--- src/rtl/lsu_arb_pkg.sv ---
// lsu_arb_pkg: shared state, memory-op and region encodings for the LSU port arbiter.
package lsu_arb_pkg;
  typedef enum logic [1:0] {IDLE, ACCESS, RESP} state_e;
  localparam logic [1:0] MEM_OP_BYTE = 2'b00;
  localparam logic [1:0] MEM_OP_HALF = 2'b01;
  localparam logic [1:0] MEM_OP_WORD = 2'b10;
  localparam int MEM_OP_UNSIGNED = 2;
  localparam logic [2:0] REGION_OUT = 3'b100;
  localparam logic [2:0] REGION_IN = 3'b101;
  function automatic logic region_mapped(input logic [2:0] r);
    return !r[2] || r == REGION_OUT || r == REGION_IN;
  endfunction
endpackage

--- src/rtl/lsu_access_check.sv ---
// lsu_access_check: flags misaligned, unmapped, illegal-size or read-only-store accesses.
module lsu_access_check
  import lsu_arb_pkg::*;
(
  input  logic [1:0]  op_i,
  input  logic        we_i,
  input  logic [10:0] addr_i,
  output logic        err_o
);
  logic [2:0] w_region;
  logic       w_misaligned;
  logic       w_bad_op;
  assign w_region = addr_i[10:8];
  assign w_misaligned = (op_i == MEM_OP_HALF && addr_i[0]) || (op_i == MEM_OP_WORD && addr_i[1:0] != 2'b00);
  assign w_bad_op = !(op_i == MEM_OP_BYTE || op_i == MEM_OP_HALF || op_i == MEM_OP_WORD);
  assign err_o = w_misaligned || w_bad_op || !region_mapped(w_region) || (we_i && w_region == REGION_IN);
endmodule

--- src/rtl/lsu_port_arbiter.sv ---
// lsu_port_arbiter: two-requester front end for the single LSU port, fixed priority with
// starvation relief for port 1, one access per two cycles.
module lsu_port_arbiter
  import lsu_arb_pkg::*;
#(
  parameter int STARVE_LIMIT = 4,
  parameter int CW = 3
) (
  input  logic        clk_i,
  input  logic        rst_i,
  input  logic        req0_i,
  input  logic        we0_i,
  input  logic [31:0] addr0_i,
  input  logic [31:0] wdata0_i,
  input  logic [2:0]  op0_i,
  input  logic        req1_i,
  input  logic        we1_i,
  input  logic [31:0] addr1_i,
  input  logic [31:0] wdata1_i,
  input  logic [2:0]  op1_i,
  output logic        gnt0_o,
  output logic        gnt1_o,
  output logic        rvalid0_o,
  output logic        rvalid1_o,
  output logic [31:0] rdata0_o,
  output logic [31:0] rdata1_o,
  output logic        err0_o,
  output logic        err1_o,
  output logic [31:0] lsu_addr_o,
  output logic        lsu_st_en_o,
  output logic [31:0] lsu_st_data_o,
  output logic [2:0]  lsu_mem_op_o,
  input  logic [31:0] lsu_ld_data_i
);
  state_e        r_state;
  logic          r_owner;
  logic          r_we;
  logic          r_err;
  logic [31:0]   r_addr;
  logic [31:0]   r_wdata;
  logic [31:0]   r_rdata;
  logic [2:0]    r_op;
  logic [CW-1:0] r_starve;
  logic          w_win1;
  logic          w_grant;
  logic          w_access;
  logic          w_starved;
  logic          w_we;
  logic [31:0]   w_addr;
  logic [31:0]   w_wdata;
  logic [2:0]    w_op;
  logic          w_err;
  assign w_starved = r_starve == CW'(STARVE_LIMIT);
  assign w_win1 = req1_i && (w_starved || !req0_i);
  assign w_grant = r_state != ACCESS && (req0_i || req1_i);
  assign w_access = r_state == ACCESS;
  assign w_we = w_win1 ? we1_i : we0_i;
  assign w_addr = w_win1 ? addr1_i : addr0_i;
  assign w_wdata = w_win1 ? wdata1_i : wdata0_i;
  assign w_op = w_win1 ? op1_i : op0_i;
  lsu_access_check u_check (
    .op_i   (w_op[1:0]),
    .we_i   (w_we),
    .addr_i (w_addr[10:0]),
    .err_o  (w_err)
  );
  assign gnt0_o = w_grant && !w_win1;
  assign gnt1_o = w_grant && w_win1;
  assign rvalid0_o = r_state == RESP && !r_owner;
  assign rvalid1_o = r_state == RESP && r_owner;
  assign err0_o = rvalid0_o && r_err;
  assign err1_o = rvalid1_o && r_err;
  assign rdata0_o = rvalid0_o ? r_rdata : '0;
  assign rdata1_o = rvalid1_o ? r_rdata : '0;
  // The LSU sees the latched request only during ACCESS; the reset drops st_en asynchronously.
  assign lsu_addr_o = w_access ? r_addr : '0;
  assign lsu_st_en_o = w_access && r_we;
  assign lsu_st_data_o = w_access ? r_wdata : '0;
  assign lsu_mem_op_o = w_access ? r_op : {1'b0, MEM_OP_WORD};
  always_ff @(posedge clk_i or posedge rst_i) begin
    if (rst_i) begin
      r_state <= IDLE;
      r_owner <= 1'b0;
      r_we <= 1'b0;
      r_err <= 1'b0;
      r_addr <= '0;
      r_wdata <= '0;
      r_rdata <= '0;
      r_op <= '0;
      r_starve <= '0;
    end else begin
      r_rdata <= (w_access && !r_we) ? lsu_ld_data_i : '0;
      if (w_grant) begin
        r_owner <= w_win1;
        r_we <= w_we;
        r_err <= w_err;
        r_addr <= w_addr;
        r_wdata <= w_wdata;
        r_op <= w_op;
        r_state <= w_err ? RESP : ACCESS;
        r_starve <= w_win1 ? '0 : (req1_i && !w_starved) ? r_starve + 1'b1 : r_starve;
      end else begin
        r_state <= w_access ? RESP : IDLE;
      end
    end
  end
endmodule

--- config.mk ---
export PLATFORM = sky130hd
export DESIGN_NAME = lsu_port_arbiter
export DESIGN_NICKNAME = d
export VERILOG_FILES = /design/src/rtl/lsu_arb_pkg.sv /design/src/rtl/lsu_access_check.sv /design/src/rtl/lsu_port_arbiter.sv
export SDC_FILE = /design/constraint.sdc
export NUM_CORES = 1
export LEC_CHECK = 0
export BUFFER_PORTS_ARGS = -buffer_cell sky130_fd_sc_hd__buf_2
export CAP_MARGIN = 0
export CORE_AREA = 2 2 119 121
export DETAILED_ROUTE_END_ITERATION = 7
export DIE_AREA = 0 0 121 123
export PLACE_DENSITY = 0.74
export SYNTH_ARGS = -nofsm -noshare
export SYNTH_HDL_FRONTEND = slang
export SYNTH_SLANG_ARGS = --single-unit
--- constraint.sdc ---
create_clock -name clk_i -period 5 [get_ports clk_i]
set_input_delay 1 -clock clk_i [delete_from_list [all_inputs] [get_ports clk_i]]
set_output_delay 1 -clock clk_i [all_outputs]
set_load 0.01 [all_outputs]
* Word-level counts from Yosys, hierarchy flattened
Cells that the tools add are included.
Storage, ports and cells: bits in registers 107, bits of input ports 172, output and inout bits 138, word-level logic and storage cells 69
Operators by class: $add $sub $neg 1, eq/ne operators 8, mux-type cells 15, reduce and logical (&&, ||, !) cells 36
Operators with widths (number):
- $mux W32 | 7
- $logic_and A1 B1 Y1 | 14
- $mux W3 | 4
- $logic_or A1 B1 Y1 | 10
- $eq A3 B3 Y1 const B | 3
- $logic_not A1 Y1 | 8
- $mux W2 | 3
- $eq A2 B1 Y1 const B | 2
- $eq A2 B2 Y1 const B | 2
- $reduce_bool A2 Y1 | 2
- $add A3 B1 Y3 const B | 1
- $logic_not A2 Y1 | 1
- $ne A2 B1 Y1 const B | 1
- $reduce_and A2 Y1 | 1
- $mux W1 | 1

* Logic depth before layout (Yosys ltp)
Gate-level depths: netlist of the first run.
word-level depth 13, mapped depth 7, gate-level depth less buffers 6

* Hierarchy
A second synthesis of the first run with hierarchy kept.
Second synthesis, totals: cells, all modules 541, area, all modules 5574.1 µm²
Modules (own cells, without submodules):
- lsu_port_arbiter | instances 1, cells each 536, area each 5544.1 µm², sequential area each 2677.6 µm²
- lsu_access_check | instances 1, cells each 5, area each 30.0 µm², sequential area each 0.0 µm²

* Least setup slack after synthesis of the first run
No wires, ideal clock.
path type in2out, start input req0_i, end output gnt0_o, data arrival time 1.874 ns, required time 4.000 ns, slack 2.126 ns, cell stages on the path 3, path buffers 1, path through a21bo_2 -> a211oi_4 -> buf_6
Between the ends: longest elaborated chain between the ends 5, elaborated cells between the ends (all ways) 7, classes of those cells reduce/logical (7)
Ends and longest elaborated chain:
- from (decl) | line lsu_port_arbiter.sv:11 | input logic req0_i,
- $logic_not A1 Y1 | line lsu_port_arbiter.sv:54 | assign w_win1 = req1_i && (w_starved || !req0_i);
- $logic_or A1 B1 Y1 | line lsu_port_arbiter.sv:54
- $logic_and A1 B1 Y1 | line lsu_port_arbiter.sv:54
- $logic_not A1 Y1 | line lsu_port_arbiter.sv:67 | assign gnt0_o = w_grant && !w_win1;
- $logic_and A1 B1 Y1 * | line lsu_port_arbiter.sv:67
- to (decl) | line lsu_port_arbiter.sv:21 | output logic gnt0_o,
Mark *: on every way between the ends. The rest lies on a longest branch, timed or not.

* Final worst setup path of the first run
start register r_state[0], end output lsu_addr_o[14]
Between the ends: longest elaborated chain between the ends 2
Ends and longest elaborated chain:
- from (decl) | line lsu_port_arbiter.sv:35 | state_e r_state;
- from (signal assigned) | line lsu_port_arbiter.sv:100 | r_state <= w_err ? RESP : ACCESS;
- from (signal assigned) | line lsu_port_arbiter.sv:103 | r_state <= w_access ? RESP : IDLE;
- $eq A2 B1 Y1 | line lsu_port_arbiter.sv:56 | assign w_access = r_state == ACCESS;
- $mux W32 | line lsu_port_arbiter.sv:76 | assign lsu_addr_o = w_access ? r_addr : '0;
- to (decl) | line lsu_port_arbiter.sv:29 | output logic [31:0] lsu_addr_o,
No other way between the ends.

==> flow_summary.yaml, run 1 <==
layout:
  drive_above_1_share_pct: 40.1
  fin_cells: 1035
  finalNetCount: 1024
  final_util_pct: 53.1
  nFillCells: 1323
  synthToLayoutAreaGrowth_pct: 37.7
  insertedDiodeCount: 0
worst_setup_path:
  cp.arrival_ns: 2.12
  crit_fanout: 38
  crit_family: "simple AND/OR/NAND/NOR gates"
  setup.worst_path.start_class: "flop"
  endpoint_kind: "primary output"
  cpPeakStageDelay_ns: 0.57
  required_ns: 4.00
  crit_buf_inv: 2
  slowest_stage: "nor2b_4"
  crit_chain: "nor2b_4 -> buf_4 -> and2_1 -> buf_2"
  path_class: "reg2out"
sta:
  hold_viol: 0
  setup_viol: 0
  finalCriticalPeriod_ns: 3.12
  fin_skew_ns: 0.00794
  worst_pin_slew_ns: 0.979
  slew_viol_final: 0
  fin_tns_setup_ns: 0
  fin_crit_sh_pct: 62.4
  grt_setup_unrepaired: "false"
  max_freq_mhz: 321
  max_slew_margin_pct: 34.5
synth:
  synth-main-ff-cell: "dfrtp_1"
  synth_top_area_cell: "dfrtp_1"
  async_flop_share_pct: 100
  synthesis.nets: 733
  avgSynthCellArea_um2: 9.38
  yosysUniqueCellTypes: 27
  synth_seq_area_share_pct: 51.1
  ys_warn_count: 0
  synth-edff-count: 0
  ys_ff_latch: 107
  synth_top_cells_by_area: "dfrtp_1, and2_1, nand2_1, a22oi_1, clkbuf_1"
  syn-cell-area_um2: 5240
  yosysTopAreaCellShare_pct: 51.1
  syn_inst: 559
pwr:
  peakVddDrop_mv: 0.189
  intPower_mw: 1.60
  power.density_nw_per_um2: 309
  p_comb_share_pct: 20.5
  leakagePower_nw: 4.18
  seq_power_share_pct: 46.5
  swShare_pct: 28.2
  power_mw: 2.23
  power_switching_mw: 0.631
  p_clk_share_pct: 32.9
global_routing:
  antenna_found_initial: 0
  gr-total-overflow: 0
  grt_pass1_wl_um: 23000
  grt_usage_pct: 19.9
  grt_pass1_vias: 4662
  grt_max_degree: 63
clocking:
  cts_max_level: 3
  cts_setup_buffers: 0
  clk_latency_ns: 0.34
  clock_sinks: 107
  numCtsBuffers: 9
  hold_buffers: 0
  cts_tree: "built"
  cts_root_buf: "clkbuf_16"
  cts.path.max_buffers: 2
  clkTransAtPathRegs_ns: 0.07
  cts_resized: 0
route:
  routed_wl_um: 15300
  viasPerCell: 4.78
  first_pass_iters: 4
  vias: 4949
  route.detailed.drc: 0
  ant_nets: 0
  drtIter0Drc: 232
  avgRoutedWirePerCell_um: 14.8
place:
  dpl.hpwl_um: 11200
  port_buffers: 309
  placed_cells: 1019
  place_congestion: 0.765
die:
  die_w_um: 121
  ios: 310
  die_h_um: 123
  std_cell_rows: 43
  core_area_um2: 13600
  start_util_pct: 38.5
  fp.dieArea_um2: 14900
min_path:
  min_path_type: "reg2reg"
status:
  status: "finished, final reports clean"
job:
  drv_cap: 0
registers in the layout (all words and copies together), names as in the netlist, 2 cells and up:
register	flops
r_wdata	32
r_state	2
r_op	3
r_rdata	32
r_starve	3
r_addr	32
per-stage QoR:
step | hold slack, ns | worst slack, ns | area, µm²
2_1_floorplan | 0.441 | 1.18 | 5240
3_3_place_gp | 0.458 | 2.02 | 6910
3_5_place_dp | 0.463 | 2.01 | 6910
4_1_cts | 0.478 | 1.81 | 7220
5_1_grt | 0.492 | 1.69 | 7220
6_report | 0.471 | 1.88 | 7220
worst min-delay path, stage by stage, from the launching register on:
cell and delay [ns]:
dfrtp_1 0.34, nand2_1 0.04, o21ai_0 0.06
cell families after synthesis:
family                   synth area share [%]
AO/OA/AOI/OAI                            11.5
adder cells (fa/ha/maj)                 0.477
buffers and inverters                    4.25
flip-flops                               51.1
multiplexers                             1.77
AND/OR/NAND/NOR                          30.9
worst paths after layout:
check | slack, ns | startpoint | to | cells after the start
worst max-delay path | 1.88 | r_state[0]$_DFF_PP0_ | lsu_addr_o[14] | 4
worst max register to register | 2.57 | r_state[0]$_DFF_PP0_ | r_state[1]$_DFF_PP0_ | 6
worst min register to register | 0.47 | r_addr[8]$_DFFE_PP0P_ | r_addr[8]$_DFFE_PP0P_ | 2
worst min-delay path | 0.47 | r_addr[8]$_DFFE_PP0P_ | r_addr[8]$_DFFE_PP0P_ | 2
min in group asynchronous | 0.54 | rst_i | r_addr[5]$_DFFE_PP0P_ | 2
max in group asynchronous | 3.60 | rst_i | r_op[1]$_DFFE_PP0P_ | 3
routing by layer:
metal	GRT usage (%)	share of wire (%)
met5	0	0
met4	7.27	1.9
met3	3.92	7.1
met2	34.7	50
met1	24.6	41
cell usage after synthesis (2+ instances only):
| library cell | count |
|---|---|
| buf_6 | 6 |
| o21ai_0 | 10 |
| nand2b_1 | 2 |
| ha_1 | 2 |
| mux2i_1 | 7 |
| mux2_2 | 2 |
| nor3_1 | 4 |
| nor2_1 | 4 |
| clkbuf_1 | 22 |
| buf_2 | 10 |
| a22oi_1 | 61 |
| a21oi_1 | 5 |
| nand2_1 | 134 |
| inv_1 | 6 |
| and2_1 | 165 |
| dfrtp_1 | 107 |
| o22ai_1 | 2 |
layout by cell type (no fill, tap or decap), types with 2 or more instances in the layout:
cell type	n
a21oi_1	5
a22oi_1	61
and2_1	165
buf_2	309
buf_4	9
clkbuf_16	9
clkbuf_8	3
clkinv_2	2
dfrtp_1	107
ha_1	2
inv_1	5
mux2_2	2
mux2i_1	7
nand2_1	134
nand2b_1	2
nor2_1	4
nor3_1	4
o21ai_0	10
o22ai_1	2
layout make-up:
| class | count | area [µm²] | area share, % |
|---|---|---|---|
| sequential | 107 | 2680 | 37.1 |
| multi-input combinational | 408 | 2370 | 32.8 |
| timing repair buffer | 318 | 1610 | 22.3 |
| clock buffer | 12 | 267 | 3.69 |
| tap | 180 | 225 | 3.12 |
| clock inverter | 4 | 47.5 | 0.658 |
| inverter | 6 | 25.0 | 0.346 |
power groups by stage:
| stage | Combinational [mW] | Clock [mW] | Sequential [mW] |
|---|---|---|---|
| after global routing | 0.518 | 0.795 | 1.05 |
| after detailed placement | 0.468 | 0 | 1.05 |
| final | 0.459 | 0.736 | 1.04 |
| after floorplan | 0.298 | 0 | 1.03 |
| after CTS | 0.468 | 0.759 | 1.04 |
| after global placement | 0.460 | 0 | 1.05 |
No activity file was read; power rests on OpenSTA's default activity.
==> run 2, diff against run 1 <==
==> constraint.sdc (replaced) <==
create_clock -name clk_i -period 3.2 [get_ports clk_i]
set_input_delay 0.64 -clock clk_i [delete_from_list [all_inputs] [get_ports clk_i]]
set_output_delay 0.64 -clock clk_i [all_outputs]
set_load 0.01 [all_outputs]
==> flow_summary.yaml, run 2 (same netlist as run 1, synthesis figures left out) <==
route:
  avgRoutedWirePerCell_um: 14.4
  route.detailed.drc: 0
  viasPerCell: 4.76
  routed_wl_um: 14900
  route.top_layer_used: "met4"
  ant_nets: 0
  route.met2.wl_um: 7500
  first_pass_iters: 5
  wl_met3_um: 1070
  vias: 4934
  wl_met1_um: 6090
  drtIter0Drc: 200
sta:
  fin_tns_setup_ns: 0
  fin_ws_ns: 0.850
  setup_viol: 0
  worst_pin_slew_ns: 0.701
  hold_viol: 0
  max_slew_margin_pct: 53.3
  slew_viol_final: 0
  finalCriticalPeriod_ns: 2.35
  fin_skew_ns: 0.00874
  max_freq_mhz: 426
  fin_crit_sh_pct: 73.4
  grt_setup_unrepaired: "false"
worst_setup_path:
  timing.rr.end: "r_state[1]$_DFF_PP0_"
  worstRegToRegCells: 7
  setup.worst_path.start_class: "flop"
  required_ns: 2.56
  cp.arrival_ns: 1.71
  path_class: "reg2out"
  r2r-start: "r_starve[0]$_DFFE_PP0P_"
  crit_fanout: 4
  endpoint_kind: "primary output"
  rrSetupSlack_ns: 1.12
pwr:
  swShare_pct: 29.2
  p_clk_share_pct: 30.7
  seq_power_share_pct: 48.0
  peakVddDrop_mv: 0.218
  leakagePower_nw: 4.16
  power_mw: 3.38
  power.density_nw_per_um2: 469
  p_comb_share_pct: 21.3
  intPower_mw: 2.39
  power_switching_mw: 0.986
die:
  core_area_um2: 13600
  die_w_um: 121
  fp.dieArea_um2: 14900
  ios: 310
  std_cell_rows: 43
  die_h_um: 123
  start_util_pct: 38.5
global_routing:
  grt_usage_pct: 19.3
  grt_pass1_vias: 4579
  gr-total-overflow: 0
  antenna_found_initial: 0
  grt_max_degree: 63
  grt_pass1_wl_um: 22500
layout:
  fin_cells: 1037
  drive_above_1_share_pct: 39.9
  reg_top3: "r_addr x32, r_rdata x32, r_wdata x32"
  layout_common_cells: "buf_2, and2_1, nand2_1"
  insertedDiodeCount: 0
  nFillCells: 1279
  post-route-cell-area_um2: 7210
  final_common_cell: "buf_2"
  synthToLayoutAreaGrowth_pct: 37.5
  finalNetCount: 1026
place:
  placed_cells: 1021
  dpl.hpwl_um: 11100
  placed_cell_area_um2: 6940
  port_buffers: 309
  place_congestion: 0.795
  dp_slack_ns: 0.938
clocking:
  cts_tree: "built"
  cts_root_buf: "clkbuf_16"
  clock_sinks: 107
  cts_max_level: 3
  cts_resized: 0
  cts_setup_buffers: 0
  clk_latency_ns: 0.35
  hold_buffers: 0
  numCtsBuffers: 9
  cts.path.max_buffers: 2
  clkTransAtPathRegs_ns: 0.07
min_path:
  min_path_type: "in2async"
status:
  status: "finished, final reports clean"
job:
  drv_cap: 0
[run 2: changes by cell type in the layout (fill, tap and decap cells not counted), sizes merged]
| cell | delta |
|---|---|
| bufinv | -1 |
| clkinvlp | +2 |
| inv | -1 |
| buf | +2 |
| clkinv | -1 |
| clkbuf | +1 |
[run 2: worst max-delay path: stages, from the launching register on]
cell and delay [ns]:
dfrtp_1 0.36, inv_1 0.07, ha_1 0.21, a21bo_2 0.26, a211oi_4 0.25, buf_2 0.22
[run 2: worst max-delay path by stage]
stage                            start                   end  depth (start not counted)  slack, ns
6_report       r_starve[0]$_DFFE_PP0P_                gnt0_o                          5       0.85
5_1_grt        r_starve[0]$_DFFE_PP0P_                gnt0_o                          5       0.78
4_1_cts        r_starve[1]$_DFFE_PP0P_                gnt0_o                          5       0.85
3_5_place_dp                    req0_i  r_state[1]$_DFF_PP0_                          6       0.94
3_3_place_gp                    req0_i  r_state[1]$_DFF_PP0_                          6       0.94
2_1_floorplan                   req0_i                gnt0_o                          3       1.05
[run 2: routing by layer]
| metal | vias to the layer above | GRT usage (%) |
|---|---|---|
| met2 | 216 | 33.5 |
| met3 | 16 | 3.64 |
| li1 | 2406 | - |
| met1 | 2296 | 24.1 |
| met4 | 0 | 6.76 |
| met5 | - | 0 |
[run 2: power groups by stage]
stage	Sequential [mW]	Clock, mW	Combinational [mW]
detailed placement	1.65	0	0.730
global route	1.64	1.13	0.805
floorplan	1.61	0	0.465
global placement	1.64	0	0.716
finish	1.62	1.04	0.719
CTS	1.62	1.07	0.731
[run 2: layout make-up]
| class | instances | area (µm²) | share of cell area [%] |
|---|---|---|---|
| clock buffers | 13 | 250 | 3.47 |
| clock inverters | 3 | 23.8 | 0.330 |
| inverters | 6 | 26.3 | 0.364 |
| multi-input cells | 408 | 2370 | 32.8 |
| flip-flops and latches | 107 | 2680 | 37.1 |
| well taps | 180 | 225 | 3.12 |
| repair buffers | 320 | 1640 | 22.8 |
[run 2: stage by stage]
| step | hold slack (ns) | utilization [%] |
|---|---|---|
| global placement | 0.456 | 51.0 |
| CTS | 0.399 | 53.0 |
| global route | 0.430 | 53.0 |
| detailed placement | 0.473 | 51.0 |
| floorplan | 0.441 | - |
| finish | 0.389 | 53.0 |
==> run 3, diff against run 2 <==
--- a/config.mk
+++ b/config.mk
@@ -5,12 +5,13 @@
 export SDC_FILE = /design/constraint.sdc
 export NUM_CORES = 1
 export LEC_CHECK = 0
+export ABC_AREA = 1
 export BUFFER_PORTS_ARGS = -buffer_cell sky130_fd_sc_hd__buf_2
 export CAP_MARGIN = 0
-export CORE_AREA = 2 2 119 121
+export CORE_AREA = 2 2 121 123
 export DETAILED_ROUTE_END_ITERATION = 7
-export DIE_AREA = 0 0 121 123
-export PLACE_DENSITY = 0.74
+export DIE_AREA = 0 0 123 125
+export PLACE_DENSITY = 0.73
 export SYNTH_ARGS = -nofsm -noshare
 export SYNTH_HDL_FRONTEND = slang
 export SYNTH_SLANG_ARGS = --single-unit
==> constraint.sdc (replaced) <==
create_clock -name clk_i -period 2.2 [get_ports clk_i]
set_input_delay 0.44 -clock clk_i [delete_from_list [all_inputs] [get_ports clk_i]]
set_output_delay 0.44 -clock clk_i [all_outputs]
set_load 0.01 [all_outputs]
==> flow_summary.yaml, run 3 <==
clocking:
  numCtsBuffers: 9
  cts_tree: "built"
  cts_max_level: 3
  clock_sinks: 107
  clk_latency_ns: 0.34
  cts_root_buf: "clkbuf_16"
  cts.path.max_buffers: 2
  clkTransAtPathRegs_ns: 0.07
  hold_buffers: 0
worst_setup_path:
  required_ns: 1.76
  endpoint_kind: "primary output"
  crit_fanout: 13
  cp.arrival_ns: 1.67
  rrSetupSlack_ns: 0.41
  worstRegToRegCells: 8
  r2r-start: "r_state[0]$_DFF_PP0_"
  path_class: "reg2out"
  timing.rr.end: "r_addr[9]$_DFFE_PP0P_"
  setup.worst_path.start_class: "flop"
global_routing:
  gr-total-overflow: 0
  grt_pass1_vias: 5085
  met1_usage_pct: 24.5
  busiest_layer: "met2"
  grt_util_met3_pct: 5.93
  grt_pass1_wl_um: 25100
  grt_use_met2_pct: 37.3
  grt_max_degree: 108
  grt_usage_pct: 21.0
  antenna_found_initial: 0
pwr:
  p_clk_share_pct: 30.5
  swShare_pct: 32.0
  power_switching_mw: 1.76
  peakVddDrop_mv: 0.349
  seq_power_share_pct: 43.1
  p_comb_share_pct: 26.3
  intPower_mw: 3.74
  power.density_nw_per_um2: 739
  leakagePower_nw: 4.35
sta:
  grt_setup_unrepaired: "true"
  max_slew_margin_pct: 61.3
  max_freq_mhz: 474
  finalCriticalPeriod_ns: 2.11
  worst_pin_slew_ns: 0.581
  fin_skew_ns: 0.00852
  fin_crit_sh_pct: 95.8
  setup_viol: 0
  hold_viol: 0
  fin_tns_setup_ns: 0
  slew_viol_final: 0
route:
  first_pass_iters: 4
  viasPerCell: 4.45
  ant_nets: 0
  route.detailed.drc: 0
  routed_wl_um: 15900
  vias: 5376
  avgRoutedWirePerCell_um: 13.1
  drtIter0Drc: 260
synth:
  avgSynthCellArea_um2: 7.42
  synth-edff-count: 0
  synthTopCellsByCount: "nor2_1, nand2_1, inv_1"
  synthesis.nets: 896
  synth.most_common_cell: "nor2_1"
  synth_top_area_cell: "dfrtp_1"
  syn-cell-area_um2: 5350
  yosysTopAreaCellShare_pct: 50.0
  ys_warn_count: 0
  synth_seq_area_share_pct: 50.0
  synth-main-ff-cell: "dfrtp_1"
  yosysUniqueCellTypes: 20
  async_flop_share_pct: 100
  synth_top_cells_by_area: "dfrtp_1, nor2_1, nand2_1, inv_1, o211ai_1"
  ys_ff_latch: 107
  syn_inst: 722
layout:
  reg_top3: "r_addr x32, r_rdata x32, r_wdata x32"
  fin_cells: 1208
  multi_input_area_um2: 1920
  layout_common_cells: "buf_2, nor2_1, nand2_1"
  insertedDiodeCount: 0
  synthToLayoutAreaGrowth_pct: 38.9
  final_common_cell: "buf_2"
  nFillCells: 1416
  drive_above_1_share_pct: 34.6
  finalNetCount: 1193
  regArea_um2: 2680
die:
  start_util_pct: 37.7
  ios: 310
  fp.dieArea_um2: 15400
  core_area_um2: 14200
  std_cell_rows: 44
  die_h_um: 125
  die_w_um: 123
place:
  placed_cells: 1191
  place_congestion: 0.834
  port_buffers: 309
  dpl.hpwl_um: 12100
min_path:
  min_path_type: "in2async"
job:
  drv_cap: 0
status:
  status: "finished, final reports clean"
run 3: cell count changes after synthesis, sizes merged, moves of 4 or more:
cell / change
clkbuf: -6
a21oi: -4
buf: +7
o211ai: +60
nand2: +30
and2: -165
a22oi: -61
mux2i: -7
nor2: +165
inv: +146
nand3: +8
run 3: worst max path at each step:
stage                               to  slack [ns]                    start  cells after the start
after detailed placement        gnt0_o        0.33  r_starve[0]$_DFFE_PP0P_                      8
final                           gnt0_o        0.09  r_starve[0]$_DFFE_PP0P_                      8
after global routing            gnt0_o       -0.04  r_starve[0]$_DFFE_PP0P_                      8
after global placement          gnt0_o        0.35  r_starve[0]$_DFFE_PP0P_                      8
after CTS                  rdata0_o[0]       0.009     r_state[1]$_DFF_PP0_                      7
after floorplan           rdata1_o[21]        0.43     r_state[1]$_DFF_PP0_                      5
run 3: per-layer routing:
metal  up-vias  wire length [µm]
met5         -                 0
met4         0               272
met3        21              1450
met2       237              8080
met1      2384              6050
li1       2734                 -
run 3: logic make-up after synthesis:
kind of cell               share of synthesized area [%]
buffers and inverters                               14.3
AOI/OAI and AO/OA                                   9.93
DFF                                                 50.0
and+or+nand+nor                                     25.1
xor gates and xnor gates                           0.164
adders and majority gates                          0.467
run 3: power groups by stage:
stage / registers (mW) / logic, mW / clock network, mW
after floorplan: 2.38 / 0.921 / 0
after global placement: 2.40 / 1.43 / 0
after detailed placement: 2.41 / 1.45 / 0
after CTS: 2.37 / 1.46 / 1.73
after global routing: 2.41 / 1.65 / 1.82
final: 2.37 / 1.45 / 1.68
run 3: final cells by class:
cell class / instances / area share, %
clock buffer: 10 / 3.21
multi-input combinational: 424 / 25.8
sequential: 107 / 36.0
clock inverter: 6 / 0.959
timing repair buffer: 325 / 23.2
tap: 184 / 3.10
inverter: 152 / 7.76
run 3: timing repair:
action / CTS / global route
resized for setup: 1 / 6
gates cloned: 0 / 0
setup endpoints to repair: 1 / 94
setup buffers: 0 / 1
pin swaps: 0 / 2
run 3: worst max-delay path, cell delays in order (launching register included):
cell and delay [ns]:
dfrtp_1 0.35, inv_1 0.07, ha_1 0.19, nand2_1 0.06, nand2_1 0.07, nand2_2 0.21, nand2_1 0.10, inv_2 0.12
buf_2 0.15
run 3: per-stage QoR:
stage	area [µm²]	util [%]	setup WS, ns	power (mW)	hold WS [ns]
after floorplan	5360	-	0.426	3.30	0.449
after global placement	7100	50.0	0.353	3.83	0.482
after detailed placement	7100	50.0	0.331	3.86	0.480
after CTS	7410	52.2	0.00911	5.56	0.273
after global routing	7440	52.4	-0.0359	5.87	0.274
final	7440	52.4	0.0920	5.50	0.242
